[config.mk]
export PLATFORM = sky130hd
export DESIGN_NAME = tt_proj_mux_wrapper
export DESIGN_NICKNAME = d
export VERILOG_FILES = /design/src/rtl/tt_mux_pkg.sv /design/src/rtl/tt_mux_seq_cnt.sv /design/src/rtl/tt_proj_mux_wrapper.sv
export SDC_FILE = /design/constraint.sdc
export NUM_CORES = 1
export LEC_CHECK = 0
export ABC_CLOCK_PERIOD_IN_PS = 5800
export BUFFER_PORTS_ARGS = -buffer_cell sky130_fd_sc_hd__clkbuf_2
export CORE_ASPECT_RATIO = 0.8
export CORE_MARGIN = 1.5
export CORE_UTILIZATION = 40
export DETAILED_ROUTE_END_ITERATION = 10
export PLACE_DENSITY_LB_ADDON = 0.12
export RECOVER_POWER = 100
export SETUP_SLACK_MARGIN = 0.02
export SLEW_MARGIN = 20
export SYNTH_ARGS = -nofsm -noshare
export SYNTH_HDL_FRONTEND = slang
export SYNTH_SLANG_ARGS = --single-unit
[constraint.sdc]
create_clock -name clk -period 5.8 [get_ports clk]
set_input_delay 0.58 -clock clk [delete_from_list [all_inputs] [get_ports clk]]
set_output_delay 0.58 -clock clk [all_outputs]
set_load 0.01 [all_outputs]
[src/rtl/tt_mux_pkg.sv]
// Shared types and constants for the multi-project tile mux wrapper.
package tt_mux_pkg;

  typedef enum logic [1:0] {
    ST_IDLE  = 2'd0,
    ST_DRAIN = 2'd1,
    ST_HOLD  = 2'd2,
    ST_RUN   = 2'd3
  } state_e;

  // Bit position of the project rst_n inside the packed input bus.
  localparam int IW_RSTN_BIT = 1;

  localparam int DEF_N_PROJ    = 4;
  localparam int DEF_SEL_W     = 2;
  localparam int DEF_IW_W      = 18;
  localparam int DEF_OW_W      = 24;
  localparam int DEF_DRAIN_CYC = 2;
  localparam int DEF_RST_HOLD  = 8;

  function automatic int cnt_width(input int a, input int b);
    return $clog2((a > b) ? a : b) + 1;
  endfunction

endpackage

[src/rtl/tt_mux_seq_cnt.sv]
// Loadable down-counter; done is high while the count sits at zero.
module tt_mux_seq_cnt #(
  parameter int W = 4
) (
  input  logic         clk,
  input  logic         rst,
  input  logic         load_i,
  input  logic [W-1:0] load_val_i,
  output logic         done_o
);

  logic [W-1:0] cnt_q, cnt_d;

  always_comb begin
    cnt_d = cnt_q;
    if (load_i)
      cnt_d = load_val_i;
    else if (cnt_q != '0)
      cnt_d = cnt_q - W'(1);
  end

  always_ff @(posedge clk) begin
    if (rst) cnt_q <= '0;
    else     cnt_q <= cnt_d;
  end

  assign done_o = (cnt_q == '0);

endmodule

[src/rtl/tt_proj_mux_wrapper.sv]
// Hosts N_PROJ project tiles; select handshake drives drain/enable/reset sequencing.
// Define TT_MUX_OUT_SYNC_EN for a second register stage on the ow_out path.
module tt_proj_mux_wrapper
  import tt_mux_pkg::*;
#(
  parameter int N_PROJ    = DEF_N_PROJ,
  parameter int SEL_W     = DEF_SEL_W,
  parameter int IW_W      = DEF_IW_W,
  parameter int OW_W      = DEF_OW_W,
  parameter int DRAIN_CYC = DEF_DRAIN_CYC,
  parameter int RST_HOLD  = DEF_RST_HOLD
) (
  input  logic                   clk,
  input  logic                   rst,
  input  logic [SEL_W-1:0]       sel_req,
  input  logic                   sel_valid,
  output logic                   sel_ready,
  output logic                   sel_err,
  input  logic [IW_W-1:0]        iw_in,
  output logic [OW_W-1:0]        ow_out,
  output logic [IW_W-1:0]        iw_o,
  output logic [N_PROJ-1:0]      ena_o,
  input  logic [N_PROJ*OW_W-1:0] ow_i,
  output logic [SEL_W-1:0]       active_sel,
  output logic                   busy
);

  localparam int CW = cnt_width(DRAIN_CYC, RST_HOLD);

  state_e           state_q, state_d;
  logic [SEL_W-1:0] sel_q, sel_d;
  logic             err_q, err_d;
  logic [IW_W-1:0]  iw_q, iw_d;
  logic [OW_W-1:0]  ow_sel, ow1_q, ow1_d;
  logic             accept, req_ok, cnt_load, cnt_done;
  logic [CW-1:0]    cnt_val;

  assign sel_ready = (state_q == ST_IDLE) || (state_q == ST_RUN);
  assign busy      = (state_q == ST_DRAIN) || (state_q == ST_HOLD);
  assign accept    = sel_valid & sel_ready;
  assign req_ok    = ({1'b0, sel_req} < (SEL_W+1)'(N_PROJ));

  tt_mux_seq_cnt #(.W(CW)) u_cnt (
    .clk        (clk),
    .rst        (rst),
    .load_i     (cnt_load),
    .load_val_i (cnt_val),
    .done_o     (cnt_done)
  );

  always_comb begin
    state_d  = state_q;
    sel_d    = sel_q;
    err_d    = err_q;
    cnt_load = 1'b0;
    cnt_val  = '0;
    case (state_q)
      ST_IDLE, ST_RUN: begin
        // Re-selecting the current project is legal and forces a fresh reset.
        if (accept) begin
          if (req_ok) begin
            state_d  = ST_DRAIN;
            sel_d    = sel_req;
            cnt_load = 1'b1;
            cnt_val  = CW'(DRAIN_CYC - 1);
          end else begin
            state_d = ST_IDLE;
            err_d   = 1'b1;
          end
        end
      end
      ST_DRAIN: begin
        if (cnt_done) begin
          state_d  = ST_HOLD;
          cnt_load = 1'b1;
          cnt_val  = CW'(RST_HOLD - 1);
        end
      end
      ST_HOLD: begin
        if (cnt_done) state_d = ST_RUN;
      end
      default: state_d = ST_IDLE;
    endcase
  end

  always_comb begin
    ow_sel = '0;
    for (int k = 0; k < N_PROJ; k++)
      if (sel_q == SEL_W'(k)) ow_sel = ow_i[k*OW_W +: OW_W];
  end

  always_comb begin
    ena_o = '0;
    if (state_q == ST_HOLD || state_q == ST_RUN)
      for (int k = 0; k < N_PROJ; k++)
        ena_o[k] = (sel_q == SEL_W'(k));
  end

  // Gate on the upcoming state so iw_o/ow_out line up with the state they belong to.
  always_comb begin
    iw_d = iw_in;
    if (state_d != ST_RUN) iw_d[IW_RSTN_BIT] = 1'b0;
    ow1_d = (state_q == ST_RUN && state_d == ST_RUN) ? ow_sel : '0;
  end

  always_ff @(posedge clk) begin
    if (rst) begin
      state_q <= ST_IDLE;
      sel_q   <= '0;
      err_q   <= 1'b0;
      iw_q    <= '0;
      ow1_q   <= '0;
    end else begin
      state_q <= state_d;
      sel_q   <= sel_d;
      err_q   <= err_d;
      iw_q    <= iw_d;
      ow1_q   <= ow1_d;
    end
  end

`ifdef TT_MUX_OUT_SYNC_EN
  logic [OW_W-1:0] ow2_q;

  always_ff @(posedge clk) begin
    if (rst) ow2_q <= '0;
    else     ow2_q <= ow1_q;
  end

  assign ow_out = ow2_q;
`else
  assign ow_out = ow1_q;
`endif

  assign iw_o       = iw_q;
  assign active_sel = sel_q;
  assign sel_err    = err_q;

endmodule

# == Word level (Yosys, flattened, before mapping) ==
# Cells that the tools add are included.
# word_totals
ff_bits,50
latchBits,0
ramBits,0
rom_bits,0
n_memories,0
# classes
n_addsub,1
n_mul,0
div_mod_pow,0
n_lt_le_gt_ge,0
n_eq_ne,8
n_shift,0
muxes,17
n_bitwise,2
reduce_logical,13
# ops
operator,n
$mux W24,4
$mux W4,3
$eq A2 B2 Y1 const B,5
$mux W2,3
$pmux W2 S3,1
$pmux W3 S2,1
$reduce_or A2 Y1,3
$eq A2 B1 Y1 const B,2
$logic_not A2 Y1,2
$logic_not A4 Y1,1
$reduce_bool A4 Y1,1
$sub A4 B1 Y4 const B,1
$logic_or A1 B1 Y1,3
$mux W1,3
$mux W3,1
$ne A2 B2 Y1 const B,1
$pmux W1 S2,1
$reduce_and A2 Y1,1
$reduce_bool A2 Y1,1
$and A1 B1 Y1,1
$logic_and A1 B1 Y1,1
$not A1 Y1,1

# == Depth between registers and ports, before layout ==
# Gate-level depths: netlist (run 1).
# logic_depth
depth_word,9
mapped_depth,8
ltp_nobuf,6

# == Cells and area by module ==
# Synthesis (run 1) repeated with hierarchy kept, for this count alone.
# unflattened
hier_cells,184
hier_area_um2,2299.7
# modules_own_cells
mod,instances,cells_each,area_each_um2,seq_area_each_um2
tt_proj_mux_wrapper,1,160,2070.7,920.9
tt_mux_seq_cnt,1,24,229.0,80.1

# == Least setup slack after synthesis (run 1) ==
# Ideal clock, no wire load.
# synth_path
path_kind,reg2reg
startpoint,register state_q[0]
endpoint,register ow1_q[14] (netlist: ow_out[14])
arrival_time_ps,1846
t_required_ps,5659
path_slack_ps,3813
stages_incl_launch_ff,9
path_cell_list,dfxtp_1 inv_1 ha_1 clkbuf_1 o21a_1 a211o_1 nand4_4 buf_6 nor3b_2
# synth_between
elab_chain_len,9
# synth_rtl
element,line_no,rtl
from (decl),tt_proj_mux_wrapper.sv:30,"state_e state_q, state_d;"
from (signal assigned),tt_proj_mux_wrapper.sv:114,state_q <= state_d;
$eq A2 B2 Y1 / $logic_not A2 Y1 (equally long branches),--,
$logic_or A1 B1 Y1 (*),tt_proj_mux_wrapper.sv:38,assign sel_ready = (state_q == ST_IDLE) || (state_q == ST_RUN);
via sel_ready,tt_proj_mux_wrapper.sv:17,"output logic sel_ready,"
$and A1 B1 Y1 (*),tt_proj_mux_wrapper.sv:40,assign accept = sel_valid & sel_ready;
$mux W2 (*),tt_proj_mux_wrapper.sv:60,if (accept) begin
$pmux W2 S3 (*),tt_proj_mux_wrapper.sv:57,case (state_q)
$eq A2 B2 Y1 (*),tt_proj_mux_wrapper.sv:103,ow1_d = (state_q == ST_RUN && state_d == ST_RUN) ? ow_sel : '0;
$logic_and A1 B1 Y1 (*),tt_proj_mux_wrapper.sv:103,
$not A1 Y1 (no source line) (*),--,
$reduce_or A2 Y1 (no source line) (*),--,
to (signal assigned),tt_proj_mux_wrapper.sv:118,ow1_q <= ow1_d;
to (decl),tt_proj_mux_wrapper.sv:34,"logic [OW_W-1:0] ow_sel, ow1_q, ow1_d;"
# Mark *: on every way through the listed nets, which the timed path passes. The rest lies on a longest branch.
# A chain may end at the register's enable or synchronous reset.

# == Final worst setup path (run 1) ==
# layout_path
startpoint,register sel_q[0] (netlist: active_sel[0])
endpoint,output port ena_o[3]
# layout_between
elab_chain_len,2
# layout_rtl
element,line_no,rtl
from (decl),tt_proj_mux_wrapper.sv:31,"logic [SEL_W-1:0] sel_q, sel_d;"
from (signal assigned),tt_proj_mux_wrapper.sv:115,sel_q <= sel_d;
$eq A2 B2 Y1,tt_proj_mux_wrapper.sv:96,ena_o[k] = (sel_q == SEL_W'(k));
$mux W4,tt_proj_mux_wrapper.sv:94,if (state_q == ST_HOLD || state_q == ST_RUN)
to (decl),tt_proj_mux_wrapper.sv:22,"output logic [N_PROJ-1:0] ena_o,"
# Every way passes these cells.

==> summary.txt, run 1 <==
Run status
  – Run status: complete, but fails checks
  – Failing checks: capacitance limit, slew limit

GRT
  – Vias in the first global route: 1,883
  – First-pass GRT wire length: 8910 µm
  – Gr ovfl total: 0
  – Pin count of the biggest net entering global routing: 30
  – GRT Total Usage: 18.4%
  – Antenna violations before repair: 0

STA
  – Total Neg Setup Slack: 0 ns
  – Period minus WS final: 3.06 ns
  – Clk_skew: around 0.0097 ns
  – RSZ-0062 raised after global routing: no
  – Setup-failing EPs final: 0
  – Slew headroom: -14.8%
  – Hold Fails Final Rpt: 0
  – Max Slew Vio Count: 30
  – Fmax: 327 MHz
  – Least-Margin Pin Slew: 1.72 ns
  – Tcrit/Tclk final: 52.7%

Synthesis
  – Sequential share of the synthesized area: 42.0%
  – Syn Area/Cell: 12.7 µm²
  – Cells after Synth: 188
  – Distinct cell type count after synthesis: 31
  – Yosys synthesis warning count: 0
  – Post-synth EDFFs: 0
  – Synth area leaders: dfxtp_1 42%, mux4_2 23%, nor3b_2 10%
  – Area leader, netlist: dfxtp_1
  – Post-synth ARST share: 0%
  – Prevailing post-synth register cell: dfxtp_1
  – Synth Register Bits: 50
  – Share of the synthesized area in the top cell type: 42.0%
  – Mapped cell area: ~2400 µm²
  – Syn Nets: ~310

Worst setup path
  – Crit path depth: 3
  – R2R depth: 6
  – CP arrival: 2.48 ns
  – CP Launch Point: active_sel[0]
  – Worst r2r dst: ow_out[3]
  – Delay-heaviest family, CP: flip-flops
  – Critical R2R Launch: u_cnt.cnt_q[0]
  – Setup CP Type: register to output pin
  – Worst Setup Start Kind: register
  – Critical path required time: 5.22 ns
  – Crit-path slowest cell: dfxtp_1
  – Worst Path Buf+Inv: 1
  – Crit path cell chain: o21ai_0 -> nor2_1 -> clkbuf_1
  – Worst R2R Setup Slack: 2.84 ns
  – Worst Path Max Fanout: 29
  – Worst setup EP type: output pin
  – Worst setup path end: ena_o[3]
  – Largest stage delay, worst path: 1.48 ns

Detailed routing
  – Vias post-DR: slightly above 2,000
  – Drt pass-1 iters: 4
  – Initial DRC count: 49
  – Wire length per cell: 14.4 µm
  – Final wirelength: 6170 µm
  – Vias per cell: ~4.7
  – DR DRC count: 0
  – Post-route ant nets: 0

Clock tree
  – Clock Tree Root: clkbuf_8
  – # resized after CTS: 0
  – Clock Pin Slew Worst Setup and Hold Paths: ~0.090 ns
  – TritonCTS clock tree: done
  – Setup bufs post-CTS: 0
  – Cts hold-fix bufs: 0
  – Cts bufs inserted: 5
  – Clock tree buffer depth: 2
  – Clk Latency, worst-skew pair: 0.30 ns
  – Total clock sinks: 50
  – H-tree depth: 2

Power and ir drop
  – Power share of the clock group: 21.9%
  – Logic pwr share: 33.1%
  – Int Power: between 0.6 and 0.7 mW
  – Sw Share: between 30% and 40%
  – Switching power: 0.284 mW
  – Worst vdd ir: ~0.00017 V
  – Flop pwr share: 45.0%
  – Leak: 1.35 nW
  – PwrDens: ~280 nW/µm²

Cells and area
  – Most common cell after layout, fill and taps aside: clkbuf_2
  – Antenna cells: 0
  – Area delta synth->final: 33.8%
  – Final #Nets: 474
  – Fillers: 543
  – Non-Filler Cell Area, Final: 3190 µm²
  – Commonest cells after routing, fill and taps aside: 118 x clkbuf_2, 51 x clkbuf_1, 50 x dfxtp_1, 24 x mux4_2, 17 x nor2b_1
  – Share of layout cells above drive strength 1: 45.6%

Place
  – Gpl congestion: just under 0.8
  – Placed inst area: approximately 3300 µm²
  – Hpwl dp: 4890 µm
  – Port bufs: 168

Floorplanning
  – IO Pins: 170
  – Die Width: between 80 and 90 µm
  – Die H: between 70 and 80 µm
  – Die Area: 6430 µm²
  – Row count: 24
  – Core Box Area: about 5600 µm²
  – Starting Density: 42.7%

Min path
  – HP Class: primary input to register

Flow run
  – Maxcap violations: 1
-- layer usage --
| metal | track usage [%] | wire length (µm) | up-vias | share of wire (%) |
|---|---|---|---|---|
| met5 | 0 | 0 | - | 0 |
| met4 | 4.96 | 53 | 0 | 0.86 |
| met3 | 6.48 | 621 | 4 | 10 |
| met2 | 30.4 | 3010 | 97 | 49 |
| met1 | 22.8 | 2490 | 931 | 40 |
| li1 | - | - | 1002 | - |
-- cells by family (layout without fill, tap and decap cells) --
kind of cell	count (synthesis)	after routing	synth area share, %
mux	24	24	22.7
buf+inv	22	185	4.57
simple gates	71	71	23.3
other cells	1	1	0.157
xor+xnor	2	2	0.735
flops	50	50	42.0
compound gates	13	13	3.94
fa+ha+maj	5	5	2.62
-- sequential cells by signal (all words and copies together), names as in the netlist --
name         cells
ow_out          24
iw_o            18
u_cnt.cnt_q      4
active_sel       2
state_q          2
-- stage by stage --
step                hold slack [ns]  utilization (%)  power [mW]  setup slack [ns]  cells
floorplan                     0.509                -       0.654              3.81    188
global placement              0.541             58.2       0.741              3.66    421
detailed placement            0.546             58.2       0.746              3.55    421
CTS                           0.474             59.8       0.944              3.30    429
global route                  0.474             57.1       0.961              2.26    429
finish                        0.480             57.1       0.899              2.74    429
-- cell usage after synthesis, types with 3 or more instances --
master,number
dfxtp_1,50
mux4_2,24
nor3b_2,20
nor2b_1,17
nor2_1,9
inv_1,8
a21oi_1,7
clkbuf_1,6
nor3_1,6
ha_1,5
nor3b_1,5
nand2_1,4
buf_2,3
-- power by group through the flow --
stage | sequential (mW) | clock, mW | combinational [mW]
finish | 0.405 | 0.197 | 0.298
global route | 0.413 | 0.217 | 0.331
CTS | 0.408 | 0.204 | 0.332
detailed placement | 0.415 | 0 | 0.330
global placement | 0.414 | 0 | 0.327
floorplan | 0.396 | 0 | 0.258
-- area by class of cell --
class	count	area [µm²]	share of cell area, %
Multi-Input combinational cell	116	1190	37.2
Clock buffer	6	72.6	2.28
Timing Repair Buffer	169	786	24.6
Sequential cell	50	1000	31.4
Tap cell	78	97.6	3.06
Clock inverter	2	13.8	0.432
Inverter	8	30.0	0.942
-- worst min path at each step --
stage / from / end / slack (ns) / cells past startpoint
global route: iw_in[12] / iw_o[12] / 0.47 / 2
finish: iw_in[4] / iw_o[4] / 0.48 / 2
floorplan: u_cnt.cnt_q[0] / u_cnt.cnt_q[0] / 0.51 / 2
CTS: iw_in[6] / iw_o[6] / 0.47 / 2
global placement: u_cnt.cnt_q[0] / u_cnt.cnt_q[0] / 0.54 / 2
detailed placement: u_cnt.cnt_q[0] / u_cnt.cnt_q[0] / 0.55 / 2
No activity file was read; power rests on OpenSTA's default activity.
==> run 2: changes to the inputs <==
--- a/config.mk
+++ b/config.mk
@@ -5,7 +5,7 @@
 export SDC_FILE = /design/constraint.sdc
 export NUM_CORES = 1
 export LEC_CHECK = 0
-export ABC_CLOCK_PERIOD_IN_PS = 5800
+export ABC_CLOCK_PERIOD_IN_PS = 2860
 export BUFFER_PORTS_ARGS = -buffer_cell sky130_fd_sc_hd__clkbuf_2
 export CORE_ASPECT_RATIO = 0.8
 export CORE_MARGIN = 1.5
==> constraint.sdc (replaced) <==
create_clock -name clk -period 2.86 [get_ports clk]
set_input_delay 0.286 -clock clk [delete_from_list [all_inputs] [get_ports clk]]
set_output_delay 0.286 -clock clk [all_outputs]
set_load 0.01 [all_outputs]
==> summary.txt, run 2 (synthesis results as in run 1) <==
Worst setup path
  – Crit-path slowest cell: dfxtp_1
  – Critical R2R Launch: u_cnt.cnt_q[0]
  – Worst setup path end: ena_o[0]
  – Worst r2r dst: ow_out[2]
  – Delay-heaviest family, CP: flip-flops
  – Top cell by count, worst path: clkbuf_1
  – CP Launch Point: active_sel[1]
  – R2R depth: 6
  – Worst setup EP type: output pin
  – Worst Setup Start Kind: register
  – Worst Path Buf+Inv: 2
  – Critical path required time: 2.57 ns
  – Largest stage delay, worst path: 0.85 ns
  – Worst R2R Setup Slack: 0.73 ns
  – Setup CP Type: register to output pin
  – Worst Path Max Fanout: 18
  – CP arrival: 1.99 ns
  – Crit path depth: 3
  – Crit path cell chain: clkbuf_1 -> nor3_1 -> clkbuf_1

Power and ir drop
  – Power, Total: 1.95 mW
  – Leak: 1.38 nW
  – Worst vdd ir: between 0.0003 and 0.0004 V
  – PwrDens: ~610 nW/µm²

STA
  – Max Slew Vio Count: 0
  – Worst hold margin: ~0.18 ns
  – Period minus WS final: 2.28 ns
  – Tcrit/Tclk final: around 80%
  – Clk_skew: 0.00916 ns
  – Total Neg Setup Slack: 0 ns
  – RSZ-0062 raised after global routing: no
  – Hold Fails Final Rpt: 0
  – Fmax: ~440 MHz
  – Least-Margin Pin Slew: approximately 1.0 ns
  – Slew headroom: 30.7%
  – Setup-failing EPs final: 0

Floorplanning
  – Die H: 72.0 µm
  – Starting Density: 42.7%
  – Row count: 24
  – Die Width: around 90 µm
  – IO Pins: 170
  – Die Area: roughly 6400 µm²
  – Core Box Area: 5590 µm²

Cells and area
  – Layout Cells excl Fill: 433
  – Most common cell after layout, fill and taps aside: clkbuf_2
  – Non-Filler Cell Area, Final: 3210 µm²
  – Area delta synth->final: 34.8%
  – Share of layout cells above drive strength 1: 44.2%
  – Antenna cells: 0
  – Final #Nets: 478
  – Largest register FFs: 24
  – Commonest cells after routing, fill and taps aside: 119 x clkbuf_2, 51 x clkbuf_1, 50 x dfxtp_1, 24 x mux4_2, 24 x nor3b_1
  – Fillers: 538

Detailed routing
  – Wire length on met1: 2570 µm
  – Met3 WL: 548 µm
  – Routed wl met2: 2850 µm
  – Post-route ant nets: 0
  – Vias post-DR: about 2,100
  – DR DRC count: 0
  – Top Layer Used: met4
  – Wire length per cell: ~14 µm
  – Drt pass-1 iters: 4
  – Vias per cell: 4.80
  – Final wirelength: between 6000 and 7000 µm
  – Initial DRC count: 32

Clock tree
  – Clock tree buffer depth: 2
  – Setup bufs post-CTS: 0
  – H-tree depth: 2
  – TritonCTS clock tree: done
  – # resized after CTS: 0
  – Clk Latency, worst-skew pair: a little over 0.3 ns
  – Cts bufs inserted: 5
  – Clock Tree Root: clkbuf_8
  – Total clock sinks: 50
  – Clock Pin Slew Worst Setup and Hold Paths: 0.10 ns
  – Cts hold-fix bufs: 0

GRT
  – Antenna violations before repair: 0
  – GRT Total Usage: between 10% and 20%
  – Vias in the first global route: around 2,100
  – Pin count of the biggest net entering global routing: 26
  – Gr ovfl total: 0
  – First-pass GRT wire length: 8940 µm

Min path
  – HP Class: primary input to register

Place
  – Hpwl dp: 4770 µm
  – Port bufs: 168
  – Gpl congestion: between 0.8 and 0.9
  – DP Cell Count: 425
  – Placed inst area: 3280 µm²

Run status
  – Run status: complete, no violations

Flow run
  – Maxcap violations: 0
-- run 2: changes by cell type in the layout (fill, tap and decap cells not counted), sizes merged --
cell,before,now
buf,1,3
inv,8,9
bufinv,0,1
clkinv,2,1
clkbuf,174,175
-- run 2: cell type report --
class	count	area, µm²	share of cell area, %
multi-input cells	116	1160	36.2
well taps	78	97.6	3.04
inverters	8	30.0	0.935
clock inverters	3	43.8	1.36
clock buffers	5	68.8	2.14
flip-flops and latches	50	1000	31.2
repair buffers	173	810	25.2
-- run 2: per-stage QoR --
stage | util, % | setup WS (ns)
after detailed placement | 58.8 | 0.622
after global routing | 57.5 | 0.402
final | 57.5 | 0.580
after global placement | 58.8 | 0.714
after floorplan | - | 0.873
after CTS | 60.8 | 0.590
-- run 2: how the worst min path moves through the flow --
stage	depth (start not counted)	startpoint	to	slack [ns]
floorplan	1	rst	iw_o[0]	0.36
global placement	2	iw_in[10]	iw_o[10]	0.50
detailed placement	2	iw_in[10]	iw_o[10]	0.50
CTS	2	iw_in[10]	iw_o[10]	0.17
global route	2	iw_in[15]	iw_o[15]	0.17
finish	2	iw_in[10]	iw_o[10]	0.18
-- run 2: report_power, final --
group	leakage, nW	internal, mW	total (mW)	switching [mW]
Combinational	0.910	0.336	0.634	0.299
Sequential	0.409	0.746	0.808	0.0618
Clock	0.0585	0.262	0.504	0.242
-- run 2: per-layer routing --
layer  vias to the layer above  global-route usage [%]
li1                       1008                       -
met1                       959                    21.7
met2                       102                    30.7
met3                         9                    5.80
met4                         0                    7.35
met5                         -                       0
